**config.mk**
```make
export PLATFORM = sky130hd
export DESIGN_NAME = fetch_pc_gen_flat
export DESIGN_NICKNAME = d
export VERILOG_FILES = /design/src/rtl/fetch_pc_gen_if.sv /design/src/rtl/fetch_pc_gen.sv /design/src/flat_wrapper.sv
export SDC_FILE = /design/constraint.sdc
export NUM_CORES = 1
export LEC_CHECK = 0
export ABC_CLOCK_PERIOD_IN_PS = 5200
export CAP_MARGIN = 40
export CORE_ASPECT_RATIO = 1.75
export CORE_MARGIN = 2
export CORE_UTILIZATION = 41
export DETAILED_ROUTE_END_ITERATION = 10
export PLACE_DENSITY = 0.76
export SYNTH_ARGS = -nofsm -noshare
export SYNTH_HDL_FRONTEND = slang
export SYNTH_SLANG_ARGS = --single-unit
```
**constraint.sdc**
```tcl
create_clock -name clk -period 5.2 [get_ports clk]
set_input_delay 1.04 -clock clk [delete_from_list [all_inputs] [get_ports clk]]
set_output_delay 1.04 -clock clk [all_outputs]
set_load 0.05 [all_outputs]
```
**src/rtl/fetch_pc_gen_if.sv**
```systemverilog
// Fetch-stage bundle between the next-PC generator and its neighbours (btb, icache, decode, commit).
// The master side is the PC generator; the slave side is its environment.
interface fetch_pc_gen_if #(
    parameter int unsigned ADDR = 32
);
    logic [ADDR-1:0] btb_addr;
    logic            target_valid;
    logic [ADDR-1:0] target_addr;
    logic            ic_req_;
    logic [ADDR-1:0] ic_addr;
    logic            ic_ack_;
    logic            fetch_stall_;
    logic            redirect_;
    logic [ADDR-1:0] redirect_addr;
    logic            fetch_valid_;
    logic [ADDR-1:0] fetch_pc;
    logic            fetch_pred_taken;
    logic [ADDR-1:0] fetch_pred_addr;

    modport master (
        output btb_addr, ic_req_, ic_addr, fetch_valid_, fetch_pc, fetch_pred_taken, fetch_pred_addr,
        input  target_valid, target_addr, ic_ack_, fetch_stall_, redirect_, redirect_addr
    );

    modport slave (
        input  btb_addr, ic_req_, ic_addr, fetch_valid_, fetch_pc, fetch_pred_taken, fetch_pred_addr,
        output target_valid, target_addr, ic_ack_, fetch_stall_, redirect_, redirect_addr
    );
endinterface

```
**src/rtl/fetch_pc_gen.sv**
```systemverilog
// Fetch next-PC generator: holds the fetch PC, issues icache requests, picks the next PC from
// the btb prediction or sequential increment, and forwards each transferred fetch to decode.
module fetch_pc_gen #(
    parameter int unsigned     ADDR       = 32,
    parameter logic [ADDR-1:0] RESET_VEC  = '0,
    parameter int unsigned     INST_BYTES = 4
) (
    input logic            clk,
    input logic            reset_,
    fetch_pc_gen_if.master bus
);
    typedef enum logic [1:0] {
        S_BOOT = 2'd0,
        S_RUN  = 2'd1,
        S_HOLD = 2'd2
    } state_t;

    localparam logic [ADDR-1:0] ALIGN_MASK = ~(ADDR'(INST_BYTES - 1));

    function automatic logic [ADDR-1:0] align_pc(input logic [ADDR-1:0] a);
        return a & ALIGN_MASK;
    endfunction

    state_t          state;
    logic [ADDR-1:0] pc;
    logic            req_active;
    logic            xfer;
    logic [ADDR-1:0] npc;

    logic            vld_p1;
    logic [ADDR-1:0] fetch_pc_p1;
    logic            pred_taken_p1;
    logic [ADDR-1:0] pred_addr_p1;

    // Request is combinational on decode backpressure so a stall blocks the accept in the same cycle.
    assign req_active = reset_ && (state == S_RUN) && bus.fetch_stall_;
    assign xfer       = req_active && !bus.ic_ack_;
    assign npc        = bus.target_valid ? align_pc(bus.target_addr) : pc + ADDR'(INST_BYTES);

    assign bus.btb_addr         = pc;
    assign bus.ic_addr          = pc;
    assign bus.ic_req_          = !req_active;
    assign bus.fetch_valid_     = !vld_p1;
    assign bus.fetch_pc         = fetch_pc_p1;
    assign bus.fetch_pred_taken = pred_taken_p1;
    assign bus.fetch_pred_addr  = pred_addr_p1;

    // Stage p0 -> p1: PC update and fetch record to decode, one cycle after transfer.
    always_ff @(posedge clk) begin
        if (!reset_) begin
            state         <= S_BOOT;
            pc            <= align_pc(RESET_VEC);
            vld_p1        <= 1'b0;
            fetch_pc_p1   <= '0;
            pred_taken_p1 <= 1'b0;
            pred_addr_p1  <= '0;
        end else if (!bus.redirect_) begin
            // A concurrent icache accept is dropped; the redirect target is fetched next.
            state  <= S_RUN;
            pc     <= align_pc(bus.redirect_addr);
            vld_p1 <= 1'b0;
        end else begin
            case (state)
                S_BOOT: state <= S_RUN;
                S_RUN: begin
                    if (!bus.fetch_stall_) begin
                        state <= S_HOLD;
                    end else if (xfer) begin
                        pc            <= npc;
                        vld_p1        <= 1'b1;
                        fetch_pc_p1   <= pc;
                        pred_taken_p1 <= bus.target_valid;
                        pred_addr_p1  <= npc;
                    end else begin
                        vld_p1 <= 1'b0;
                    end
                end
                S_HOLD: begin
                    if (bus.fetch_stall_) state <= S_RUN;
                end
                default: state <= S_BOOT;
            endcase
        end
    end
endmodule

```
**src/flat_wrapper.sv**
```systemverilog
// flat-port wrapper written by rule: the top's interface ports become plain ports
module fetch_pc_gen_flat 
#(
    parameter int unsigned     ADDR       = 32,
    parameter logic [ADDR-1:0] RESET_VEC  = '0,
    parameter int unsigned     INST_BYTES = 4
)
  (clk, reset_, bus_btb_addr, bus_ic_req_, bus_ic_addr, bus_fetch_valid_, bus_fetch_pc, bus_fetch_pred_taken, bus_fetch_pred_addr, bus_target_valid, bus_target_addr, bus_ic_ack_, bus_fetch_stall_, bus_redirect_, bus_redirect_addr);
  fetch_pc_gen_if #(.ADDR(ADDR)) bus_i ();
  input logic clk;
  input logic reset_;
  output wire logic [$bits(bus_i.btb_addr)-1:0] bus_btb_addr;
  output wire logic [$bits(bus_i.ic_req_)-1:0] bus_ic_req_;
  output wire logic [$bits(bus_i.ic_addr)-1:0] bus_ic_addr;
  output wire logic [$bits(bus_i.fetch_valid_)-1:0] bus_fetch_valid_;
  output wire logic [$bits(bus_i.fetch_pc)-1:0] bus_fetch_pc;
  output wire logic [$bits(bus_i.fetch_pred_taken)-1:0] bus_fetch_pred_taken;
  output wire logic [$bits(bus_i.fetch_pred_addr)-1:0] bus_fetch_pred_addr;
  input wire logic [$bits(bus_i.target_valid)-1:0] bus_target_valid;
  input wire logic [$bits(bus_i.target_addr)-1:0] bus_target_addr;
  input wire logic [$bits(bus_i.ic_ack_)-1:0] bus_ic_ack_;
  input wire logic [$bits(bus_i.fetch_stall_)-1:0] bus_fetch_stall_;
  input wire logic [$bits(bus_i.redirect_)-1:0] bus_redirect_;
  input wire logic [$bits(bus_i.redirect_addr)-1:0] bus_redirect_addr;
  assign bus_btb_addr = bus_i.btb_addr;
  assign bus_ic_req_ = bus_i.ic_req_;
  assign bus_ic_addr = bus_i.ic_addr;
  assign bus_fetch_valid_ = bus_i.fetch_valid_;
  assign bus_fetch_pc = bus_i.fetch_pc;
  assign bus_fetch_pred_taken = bus_i.fetch_pred_taken;
  assign bus_fetch_pred_addr = bus_i.fetch_pred_addr;
  assign bus_i.target_valid = bus_target_valid;
  assign bus_i.target_addr = bus_target_addr;
  assign bus_i.ic_ack_ = bus_ic_ack_;
  assign bus_i.fetch_stall_ = bus_fetch_stall_;
  assign bus_i.redirect_ = bus_redirect_;
  assign bus_i.redirect_addr = bus_redirect_addr;
  fetch_pc_gen #(.ADDR(ADDR), .RESET_VEC(RESET_VEC), .INST_BYTES(INST_BYTES)) u_core (.clk(clk), .reset_(reset_), .bus(bus_i));
endmodule
```
# ---- Yosys cells after proc, flatten, opt, wreduce, memory -nomap -nowiden
# Index checks and enable logic that the tools add are counted.
dict set report word_totals {
  regBits 100
  wordCells 42
  inputBits 70
}
dict set report classes {
  n_mux 10
  addsub 1
  n_reduce_logical 14
  eq_ne 9
}
# operator count
set op_table {}
lappend op_table {{32-bit 2-to-1 mux} 5}
lappend op_table {{32-bit by 3-bit adder with 32-bit output, second input constant} 1}
lappend op_table {{2-bit AND reduction} 4}
lappend op_table {{2-bit inequality test, second input constant} 3}
lappend op_table {{3-bit inequality test, second input constant} 2}
lappend op_table {{2-bit one-hot mux with 3 select lines} 1}
lappend op_table {{3-bit AND reduction} 2}
lappend op_table {{2-bit 2-to-1 mux} 2}
lappend op_table {{2-bit by 1-bit inequality test with 1-bit output, second input constant} 2}
lappend op_table {{4-bit AND reduction} 1}
lappend op_table {{1-bit logical AND} 3}
lappend op_table {{1-bit zero test} 3}
lappend op_table {{2-bit by 1-bit == test with 1-bit output, second input constant} 1}
lappend op_table {{2-bit == test, second input constant} 1}
lappend op_table {{2-bit zero test} 1}
lappend op_table {{1-bit 2-to-1 mux} 2}

# ---- Logic depth before layout (Yosys ltp)
# Gate-level depths: netlist (run 1).
dict set report logic_depth {
  depth_word 8
  depth_mapped 7
  depth_no_buf 6
}

# ---- Least setup slack after synthesis (run 1)
# Ideal clock, no wire load.
dict set report synth_path {
  path_kind {in2out}
  startpoint {input port reset_}
  endpoint {output port bus_ic_req_}
  arrival_time_ns 1.613
  path_slack_ns 2.547
  n_path_buf 0
  path_stages 2
  cell_sequence {and4b_1 > inv_1}
}
dict set report synth_via {
  elab_chain_cells 3
}
# item line
set synth_lines {}
lappend synth_lines {{start: declaration} flat_wrapper.sv:11} ;# input logic reset_;
lappend synth_lines {{1-bit logical AND (2 in a row)} fetch_pc_gen.sv:36} ;# assign req_active = reset_ && (state == S_RUN) && bus.fetch_stall_;
lappend synth_lines {{1-bit zero test} fetch_pc_gen.sv:42} ;# assign bus.ic_req_ = !req_active;
lappend synth_lines {{end: declaration} flat_wrapper.sv:13} ;# output wire logic [$bits(bus_i.ic_req_)-1:0] bus_ic_req_;
# No other way between the ends.

# ---- Worst setup path after layout (run 1)
# Same ends and word-level chain as after synthesis.

==> results of run 1 <==
## Yosys cell counts, drive strengths merged (3+ instances only)
| master | n | area, sq um |
|---|---|---|
| o211ai | 25 | 188 |
| nand2b | 13 | 81.3 |
| a21boi | 4 | 30.0 |
| nor2b | 11 | 68.8 |
| mux2i | 3 | 30.0 |
| nand2 | 137 | 514 |
| nor3 | 12 | 65.1 |
| and4 | 3 | 26.3 |
| nor4 | 10 | 83.8 |
| and3 | 4 | 25.0 |
| nand4 | 17 | 136 |
| xnor2 | 10 | 87.6 |
| nand3 | 24 | 120 |
| o31ai | 4 | 30.0 |
| inv | 9 | 33.8 |
| a21oi | 56 | 280 |
| and2 | 3 | 18.8 |
| a31o | 5 | 43.8 |
| buf | 47 | 313 |
| clkbuf | 37 | 139 |
| or3 | 4 | 25.0 |
| nor2 | 22 | 82.6 |
| xor2 | 3 | 26.3 |
| o21a | 5 | 37.5 |
| a31oi | 23 | 144 |
| dfxtp | 100 | 2000 |
| o31a | 7 | 61.3 |
| o21ai | 30 | 150 |
| a22oi | 3 | 22.5 |
## flip-flops by register name, indices dropped and copies added (netlist names)
register / flops
u_core.bus.fetch_pc: 32
u_core.bus.btb_addr: 32
u_core.state: 2
u_core.bus.fetch_pred_addr: 32
u_core.vld_p1: 1
u_core.bus.fetch_pred_taken: 1
## worst max-delay path by stage
| stage | depth (start not counted) | start | end | slack, ns |
|---|---|---|---|---|
| global placement | 5 | reset_ | bus_ic_req_ | 1.19 |
| finish | 5 | reset_ | bus_ic_req_ | 1.16 |
| global route | 5 | reset_ | bus_ic_req_ | 1.11 |
| detailed placement | 5 | reset_ | bus_ic_req_ | 1.17 |
| floorplan | 2 | reset_ | bus_ic_req_ | 2.55 |
| CTS | 5 | reset_ | bus_ic_req_ | 1.16 |
## metrics by stage
| stage | worst slack, ns | cell area [sq um] | power [mW] |
|---|---|---|---|
| after CTS | 1.16 | 7150 | 1.86 |
| after floorplan | 2.55 | 5060 | 1.07 |
| final | 1.16 | 7150 | 1.85 |
| after detailed placement | 1.17 | 6870 | 1.20 |
| after global routing | 1.11 | 7150 | 1.91 |
| after global placement | 1.19 | 6850 | 1.19 |
## cells by family after synthesis
family          after synthesis
compound gates              177
mux                           3
simple gates                266
fa+ha+maj                     2
flops                       100
xor+xnor                     13
buf+inv                      94
## layer usage
| metal | wire [microns] | global-route usage (%) | vias up |
|---|---|---|---|
| met2 | 9250 | 46.2 | 285 |
| li1 | - | - | 2548 |
| met1 | 6350 | 29.8 | 2544 |
| met5 | 0 | 0 | - |
| met3 | 1190 | 4.03 | 52 |
| met4 | 814 | 14.9 | 0 |
## cell type report
cell class              count  area, sq um  share of cell area [%]
flip-flops and latches    100         2000                    28.0
multi-input cells         461         2580                    36.1
repair buffers            207         2050                    28.6
clock buffers               9          225                    3.15
well taps                 165          206                    2.89
inverters                  10         37.5                   0.525
clock inverters             5         53.8                   0.752
## power breakdown
group / internal, mW / switching, mW / leakage, nW / total, mW
Clock: 0.367 / 0.300 / 0.141 / 0.667
Combinational: 0.137 / 0.215 / 1.47 / 0.353
Sequential: 0.785 / 0.0480 / 0.813 / 0.833
## worst max-delay path: stages
cell and delay (ns):
clkdlybuf4s50_1 0.39, buf_4 0.23, and4b_1 0.29, inv_1 0.20
clkdlybuf4s50_1 0.85
==> results.py, run 1 <==
metrics = {
    "outcome": {
        "status": "complete, no violations",
    },
    "cells_and_area": {
        "final_nets": 860,
        "syn_to_final_growth_pct": 41.4,
        "diodes": 0,
        "final_common_cell": "clkdlybuf4s50_1",
        "drive_gt1_share_pct": 5.18,
        "final_cell_mix": "clkdlybuf4s50_1, nand2_1, dfxtp_1, a21oi_1, o21ai_0",
        "final_cells": 957,
        "utilization_pct": 59.6,
        "num-fill-cells": 1122,
    },
    "run": {
        "max_cap_viol_count": 0,
    },
    "setup_path": {
        "cp_max_fo": 24,
        "cp.required_ns": 4.16,
        "critPathArrivalTime_ns": 3.00,
        "rr_endpoint": "u_core.bus.fetch_pred_addr[22]",
        "r2r_cells": 6,
        "critical_path_class": "primary input to output pin",
        "cp-end-kind": "output pin",
        "timing.rr.start": "u_core.bus.btb_addr[2]",
        "reg2reg_setup_slack_ns": 2.45,
        "cp-start-kind": "primary input",
    },
    "logic_synthesis": {
        "ys_warn_count": 0,
        "syn-num-nets": 726,
        "synth_cell_types": 55,
        "syn-cell-area_sq_um": 5060,
        "synthFlopType": "dfxtp_1",
        "ys_ff_latch": 100,
        "synth_top_family_by_area": "simple AND/OR/NAND/NOR gates",
        "yosysSeqAreaShare_pct": 39.6,
        "synthMuxAreaShare_pct": 0.594,
        "synth_compound_area_share_pct": 21.9,
        "yosys.area_share.xor_xnor_pct": 2.25,
        "synthCells": 655,
        "synthAdderAreaFrac_pct": 0.445,
        "synth_async_sr_flop_share_pct": 0,
        "synth_edf_count": 0,
        "syn_avg_cell_area_sq_um": 7.72,
        "synth-simple-area-share_pct": 25.6,
    },
    "sta": {
        "drv_slew": 0,
        "fin_crit_ns": 4.04,
        "rsz0062_at_grt": "no",
        "hold_ws_ns": 0.454,
        "period_share_pct": 77.7,
        "slew_headroom_pct": 34.7,
        "tns_ns": 0,
        "max_freq_mhz": 248,
        "finClkSkew_ns": 0.00786,
        "max_slew.worst_pin.slew_ns": 0.976,
        "hold_viol": 0,
        "setup_viol": 0,
    },
    "grt": {
        "antenna_found_initial": 0,
        "grt-ovfl-total": 0,
        "grt_pass1_wl_microns": 26800,
        "grt_pass1_vias": 5253,
        "grt_use_total_pct": 26.4,
        "grt_max_degree": 63,
    },
    "pwr": {
        "leakagePower_nw": 2.42,
        "power_density_nw_per_um2": 259,
        "peakVddDrop_mv": 0.158,
    },
    "placed_design": {
        "portBuffers": 196,
        "gp_congestion": 0.865,
        "dp_hpwl_microns": 12500,
        "dp.cells": 943,
    },
    "clock_tree": {
        "cts_buffer_depth": 2,
        "cts_tree": "done",
        "cts_setup_buffers": 0,
        "holdBufCountCts": 0,
        "htree_levels": 3,
        "cts.repair.resized": 0,
        "cts.clk_slew.worst_paths_ns": 0.07,
        "cts-root-buf": "clkbuf_16",
        "insertion_delay_ns": 0.35,
        "numClockSinks": 100,
        "cts_buffers": 9,
    },
    "drt": {
        "viasPerCell": 5.67,
        "detail-route-antenna-nets": 0,
        "drt-initial-drc-count": 326,
        "post_drt_wl_per_cell_microns": 18.4,
        "drc": 0,
        "vias": 5429,
        "firstDrtPassIters": 5,
        "routed_wl_microns": 17600,
    },
    "floorplanning": {
        "die_area_sq_um": 13300,
        "start_util_pct": 42.1,
        "die_h_microns": 151,
        "die_width_microns": 88.0,
        "boundaryPins": 201,
        "core_sq_um": 12000,
        "rows": 53,
    },
    "hold_path": {
        "hold_depth": 2,
        "min_from": "u_core.bus.fetch_pred_addr[14]",
        "holdPathEnd": "u_core.bus.fetch_pred_addr[14]",
        "worstHoldPathType": "register to register",
    },
}
Power figures use the tool's default switching activity.
==> run 2, diff against run 1 <==
--- a/config.mk
+++ b/config.mk
@@ -5,13 +5,13 @@
 export SDC_FILE = /design/constraint.sdc
 export NUM_CORES = 1
 export LEC_CHECK = 0
-export ABC_CLOCK_PERIOD_IN_PS = 5200
+export ABC_CLOCK_PERIOD_IN_PS = 3300
 export CAP_MARGIN = 40
 export CORE_ASPECT_RATIO = 1.75
 export CORE_MARGIN = 2
-export CORE_UTILIZATION = 41
+export CORE_UTILIZATION = 40
 export DETAILED_ROUTE_END_ITERATION = 10
-export PLACE_DENSITY = 0.76
+export PLACE_DENSITY = 0.78
 export SYNTH_ARGS = -nofsm -noshare
 export SYNTH_HDL_FRONTEND = slang
 export SYNTH_SLANG_ARGS = --single-unit
==> constraint.sdc (replaced) <==
create_clock -name clk -period 3.3 [get_ports clk]
set_input_delay 0.66 -clock clk [delete_from_list [all_inputs] [get_ports clk]]
set_output_delay 0.66 -clock clk [all_outputs]
set_load 0.05 [all_outputs]
==> results.py, run 2 (synthesized netlist as in run 1, its figures left out) <==
metrics = {
    "cells_and_area": {
        "drive_gt1_share_pct": 6.37,
        "final_common_cell": "clkdlybuf4s50_1",
        "final_nets": 867,
        "num-fill-cells": 1198,
        "regArea_sq_um": 2000,
        "multi_input_area_sq_um": 2580,
        "diodes": 0,
        "syn_to_final_growth_pct": 42.6,
        "final_cells": 969,
        "final_cell_mix": "clkdlybuf4s50_1, nand2_1, dfxtp_1, a21oi_1, o21ai_0",
    },
    "drt": {
        "detail-route-antenna-nets": 0,
        "drt-initial-drc-count": 278,
        "drc": 0,
        "routed_wl_microns": 17300,
        "vias": 5328,
        "post_drt_wl_per_cell_microns": 17.8,
        "viasPerCell": 5.50,
        "firstDrtPassIters": 5,
    },
    "pwr": {
        "peakVddDrop_mv": 0.239,
        "switching_share_pct": 31.2,
        "p_int_mw": 2.00,
        "leakagePower_nw": 2.46,
        "seq_power_share_pct": 45.0,
        "power.net_switching_mw": 0.905,
        "power.total_mw": 2.90,
        "power_density_nw_per_um2": 402,
        "p_comb_share_pct": 19.6,
        "clockPowerShare_pct": 35.5,
    },
    "sta": {
        "period_share_pct": 82.4,
        "tns_ns": 0,
        "hold_ws_ns": 0.446,
        "finClkSkew_ns": 0.00965,
        "slew_headroom_pct": 47.9,
        "finalWorstSetupSlack_ns": 0.580,
        "hold_viol": 0,
        "setup_viol": 0,
        "max_slew.worst_pin.slew_ns": 0.774,
        "max_freq_mhz": 368,
        "fin_crit_ns": 2.72,
        "drv_slew": 0,
        "rsz0062_at_grt": "no",
    },
    "grt": {
        "grt_pass1_wl_microns": 27200,
        "antenna_found_initial": 0,
        "grt_pass1_vias": 5282,
        "grt_use_total_pct": 25.6,
        "grt_max_degree": 47,
        "grt-ovfl-total": 0,
    },
    "clock_tree": {
        "cts_buffers": 9,
        "cts.clk_slew.worst_paths_ns": 0.07,
        "cts-root-buf": "clkbuf_16",
        "numClockSinks": 100,
        "cts_tree": "done",
        "htree_levels": 3,
        "cts.repair.resized": 0,
        "insertion_delay_ns": 0.35,
        "cts_buffer_depth": 2,
        "holdBufCountCts": 0,
        "cts_setup_buffers": 0,
    },
    "setup_path": {
        "setup.worst_path.end": "u_core.bus.btb_addr[28]",
        "cp-end-kind": "register",
        "cp_max_fo": 10,
        "timing.rr.start": "u_core.bus.btb_addr[3]",
        "critical_path_class": "register to register",
        "r2r_cells": 6,
        "critPathArrivalTime_ns": 2.93,
        "rr_endpoint": "u_core.bus.btb_addr[28]",
        "reg2reg_setup_slack_ns": 0.58,
        "cp-start-kind": "register",
        "cp.required_ns": 3.51,
        "crit_start": "u_core.bus.btb_addr[3]",
    },
    "hold_path": {
        "min_from": "u_core.bus.fetch_pred_addr[18]",
        "worstHoldPathType": "register to register",
    },
    "floorplanning": {
        "start_util_pct": 40.7,
        "die_h_microns": 153,
        "die_area_sq_um": 13600,
        "rows": 54,
        "boundaryPins": 201,
        "core_sq_um": 12400,
        "die_width_microns": 89.0,
    },
    "placed_design": {
        "portBuffers": 196,
        "dp_slack_ns": 0.578,
        "dp_hpwl_microns": 12800,
        "dp.cells": 953,
        "gp_congestion": 0.859,
    },
    "outcome": {
        "status": "complete, no violations",
    },
    "run": {
        "max_cap_viol_count": 0,
    },
}
-- run 2: changes by cell type in the layout (fill, tap and decap cells not counted), sizes merged --
cell,previous run,this run
buf,13,21
inv,10,12
bufinv,1,0
clkbuf,9,10
clkdlybuf4s50,194,193
clkinv,4,3
clkinvlp,0,1
-- run 2: stage by stage --
step / util, % / area, sq um
floorplan: - / 5060
global placement: 55.7 / 6930
detailed placement: 55.7 / 6930
CTS: 58.0 / 7210
global route: 58.0 / 7210
finish: 58.0 / 7210
-- run 2: worst min-delay path by stage --
stage / endpoint / cells after the start
4_1_cts: u_core.bus.fetch_pred_addr[18] / 2
5_1_grt: u_core.bus.fetch_pc[8] / 2
3_5_place_dp: u_core.bus.fetch_pred_addr[14] / 2
6_report: u_core.bus.fetch_pred_addr[18] / 2
2_1_floorplan: u_core.vld_p1 / 2
3_3_place_gp: u_core.bus.fetch_pred_addr[18] / 2
-- run 2: power groups by stage --
stage	combinational, mW	sequential, mW	clock, mW
6_report	0.568	1.31	1.03
2_1_floorplan	0.280	1.40	0
3_3_place_gp	0.560	1.33	0
5_1_grt	0.598	1.31	1.09
3_5_place_dp	0.564	1.33	0
4_1_cts	0.567	1.30	1.05
-- run 2: cell type report --
type                       instances  area share, %
clock buffer                      10           3.31
clock inverter                     6          0.642
inverter                          10          0.520
multi-input combinational        461           35.8
sequential                       100           27.8
tap                              168           2.91
timing repair buffer             214           29.1
-- run 2: worst max-delay path, stage by stage, from the launching register on --
cell	delay (ns)
dfxtp_1	0.56
ha_1	0.38
nand3_1	0.29
or4_1	0.74
o31a_1	0.31
o21ai_1	0.20
o211ai_1	0.11
-- run 2: routing by layer --
layer  vias to the layer above  share of wire [%]  GRT usage, %
li1                       2562                  -             -
met1                      2524                 37          28.5
met2                       204                 54          45.9
met3                        38                5.0          3.74
met4                         0                3.4          12.0
met5                         -                  0             0
==> run 3, diff against run 2 <==
--- a/config.mk
+++ b/config.mk
@@ -5,7 +5,7 @@
 export SDC_FILE = /design/constraint.sdc
 export NUM_CORES = 1
 export LEC_CHECK = 0
-export ABC_CLOCK_PERIOD_IN_PS = 3300
+export ABC_CLOCK_PERIOD_IN_PS = 2500
 export CAP_MARGIN = 40
 export CORE_ASPECT_RATIO = 1.75
 export CORE_MARGIN = 2
==> constraint.sdc (replaced) <==
create_clock -name clk -period 2.5 [get_ports clk]
set_input_delay 0.5 -clock clk [delete_from_list [all_inputs] [get_ports clk]]
set_output_delay 0.5 -clock clk [all_outputs]
set_load 0.05 [all_outputs]
==> results.py, run 3 (synthesized netlist as in run 1, its figures left out) <==
metrics = {
    "grt": {
        "antenna_found_initial": 0,
        "grt_pass1_vias": 5502,
        "grt-ovfl-total": 0,
        "grt_use_total_pct": 26.9,
        "grt_max_degree": 46,
        "grt_pass1_wl_microns": 28400,
    },
    "cells_and_area": {
        "final_nets": 901,
        "final_common_cell": "clkdlybuf4s50_1",
        "design_area_sq_um": 7490,
        "final_cells": 1003,
        "drive_gt1_share_pct": 10.2,
        "final_cell_mix": "clkdlybuf4s50_1, nand2_1, dfxtp_1, a21oi_1, buf_4",
        "utilization_pct": 60.3,
        "diodes": 0,
        "syn_to_final_growth_pct": 48.1,
    },
    "placed_design": {
        "portBuffers": 196,
        "placed_cell_area_sq_um": 7210,
        "dp_slack_ns": -0.0146,
        "gp_congestion": 0.891,
        "dp.cells": 987,
        "dp_hpwl_microns": 13500,
    },
    "setup_path": {
        "cpMaxStageDelayCell": "clkdlybuf4s50_1",
        "cp_top_family": "buffers and inverters",
        "cp.buffers_inverters": 1,
        "cp_max_fo": 11,
        "cp-end-kind": "output pin",
        "critPathArrivalTime_ns": 1.86,
        "critical_path_class": "register to output pin",
        "crit_start": "u_core.bus.btb_addr[18]",
        "cp-start-kind": "register",
        "cpPeakStageDelay_ns": 0.90,
        "cp.required_ns": 2.00,
        "r2r_cells": 5,
        "timing.rr.start": "u_core.bus.btb_addr[11]",
        "cp_num_cells": 1,
        "path_cells": "clkdlybuf4s50_1",
    },
    "pwr": {
        "leakagePower_nw": 2.64,
        "seq_power_share_pct": 43.8,
        "power.net_switching_mw": 1.20,
        "switching_share_pct": 31.0,
        "power.total_mw": 3.86,
        "clockPowerShare_pct": 34.7,
        "power_density_nw_per_um2": 515,
        "p_comb_share_pct": 21.4,
        "p_int_mw": 2.66,
        "peakVddDrop_mv": 0.346,
    },
    "drt": {
        "detail-route-antenna-nets": 0,
        "post_drt_wl_per_cell_microns": 18.3,
        "firstDrtPassIters": 4,
        "drc": 0,
        "routed_wl_microns": 18400,
        "vias": 5538,
        "viasPerCell": 5.52,
        "drt-initial-drc-count": 322,
    },
    "floorplanning": {
        "core_sq_um": 12400,
        "start_util_pct": 40.7,
        "die_area_sq_um": 13600,
        "die_width_microns": 89.0,
        "die_h_microns": 153,
        "boundaryPins": 201,
        "rows": 54,
    },
    "sta": {
        "period_share_pct": 94.4,
        "hold_ws_ns": 0.446,
        "slew_headroom_pct": 58.2,
        "max_slew.worst_pin.slew_ns": 0.622,
        "tns_ns": 0,
        "rsz0062_at_grt": "no",
        "finClkSkew_ns": 0.00695,
        "fin_crit_ns": 2.36,
        "setup_viol": 0,
        "max_freq_mhz": 424,
        "hold_viol": 0,
        "finalWorstSetupSlack_ns": 0.141,
        "drv_slew": 0,
    },
    "run": {
        "max_cap_viol_count": 0,
    },
    "hold_path": {
        "min_from": "u_core.bus.fetch_pred_addr[14]",
        "worstHoldPathType": "register to register",
        "hold_depth": 2,
    },
    "clock_tree": {
        "holdBufCountCts": 0,
        "cts-root-buf": "clkbuf_16",
        "cts_tree": "done",
        "cts.repair.resized": 0,
        "cts.clk_slew.worst_paths_ns": 0.07,
        "cts_buffer_depth": 2,
        "cts_buffers": 9,
        "cts_setup_buffers": 0,
        "numClockSinks": 100,
        "htree_levels": 3,
        "insertion_delay_ns": 0.35,
    },
    "outcome": {
        "status": "complete, no violations",
    },
}
[run 3: cell types whose count changed in the layout (fill, tap and decap cells not counted), sizes merged]
cell	previous run	this run
buf	21	55
clkbuf	10	11
clkinv	3	4
clkinvlp	1	2
inv	12	9
[run 3: worst paths after layout]
path                                     to  slack, ns
max                         bus_ic_addr[18]       0.14
min          u_core.bus.fetch_pred_addr[14]       0.45
min reg2reg  u_core.bus.fetch_pred_addr[14]       0.45
max reg2reg         u_core.bus.btb_addr[28]       0.26
[run 3: area by class of cell]
type,instances,area (sq um)
Multi-Input combinational cell,461,2580
Tap cell,168,210
Clock inverter,5,37.5
Clock buffer,11,243
Inverter,10,37.5
Timing Repair Buffer,248,2380
Fill cell,1161,4940
Sequential cell,100,2000
[run 3: power groups by stage]
stage | sequential (mW) | clock [mW] | combinational (mW)
4_1_cts | 1.69 | 1.36 | 0.826
5_1_grt | 1.69 | 1.40 | 0.872
2_1_floorplan | 1.85 | 0 | 0.370
6_report | 1.69 | 1.34 | 0.827
3_5_place_dp | 1.73 | 0 | 0.822
3_3_place_gp | 1.72 | 0 | 0.814
[run 3: per-layer routing]
layer | track usage [%] | share of wire [%]
met5 | 0 | 0
met4 | 12.7 | 3.6
met3 | 3.79 | 5.4
met2 | 47.8 | 54
met1 | 30.5 | 37
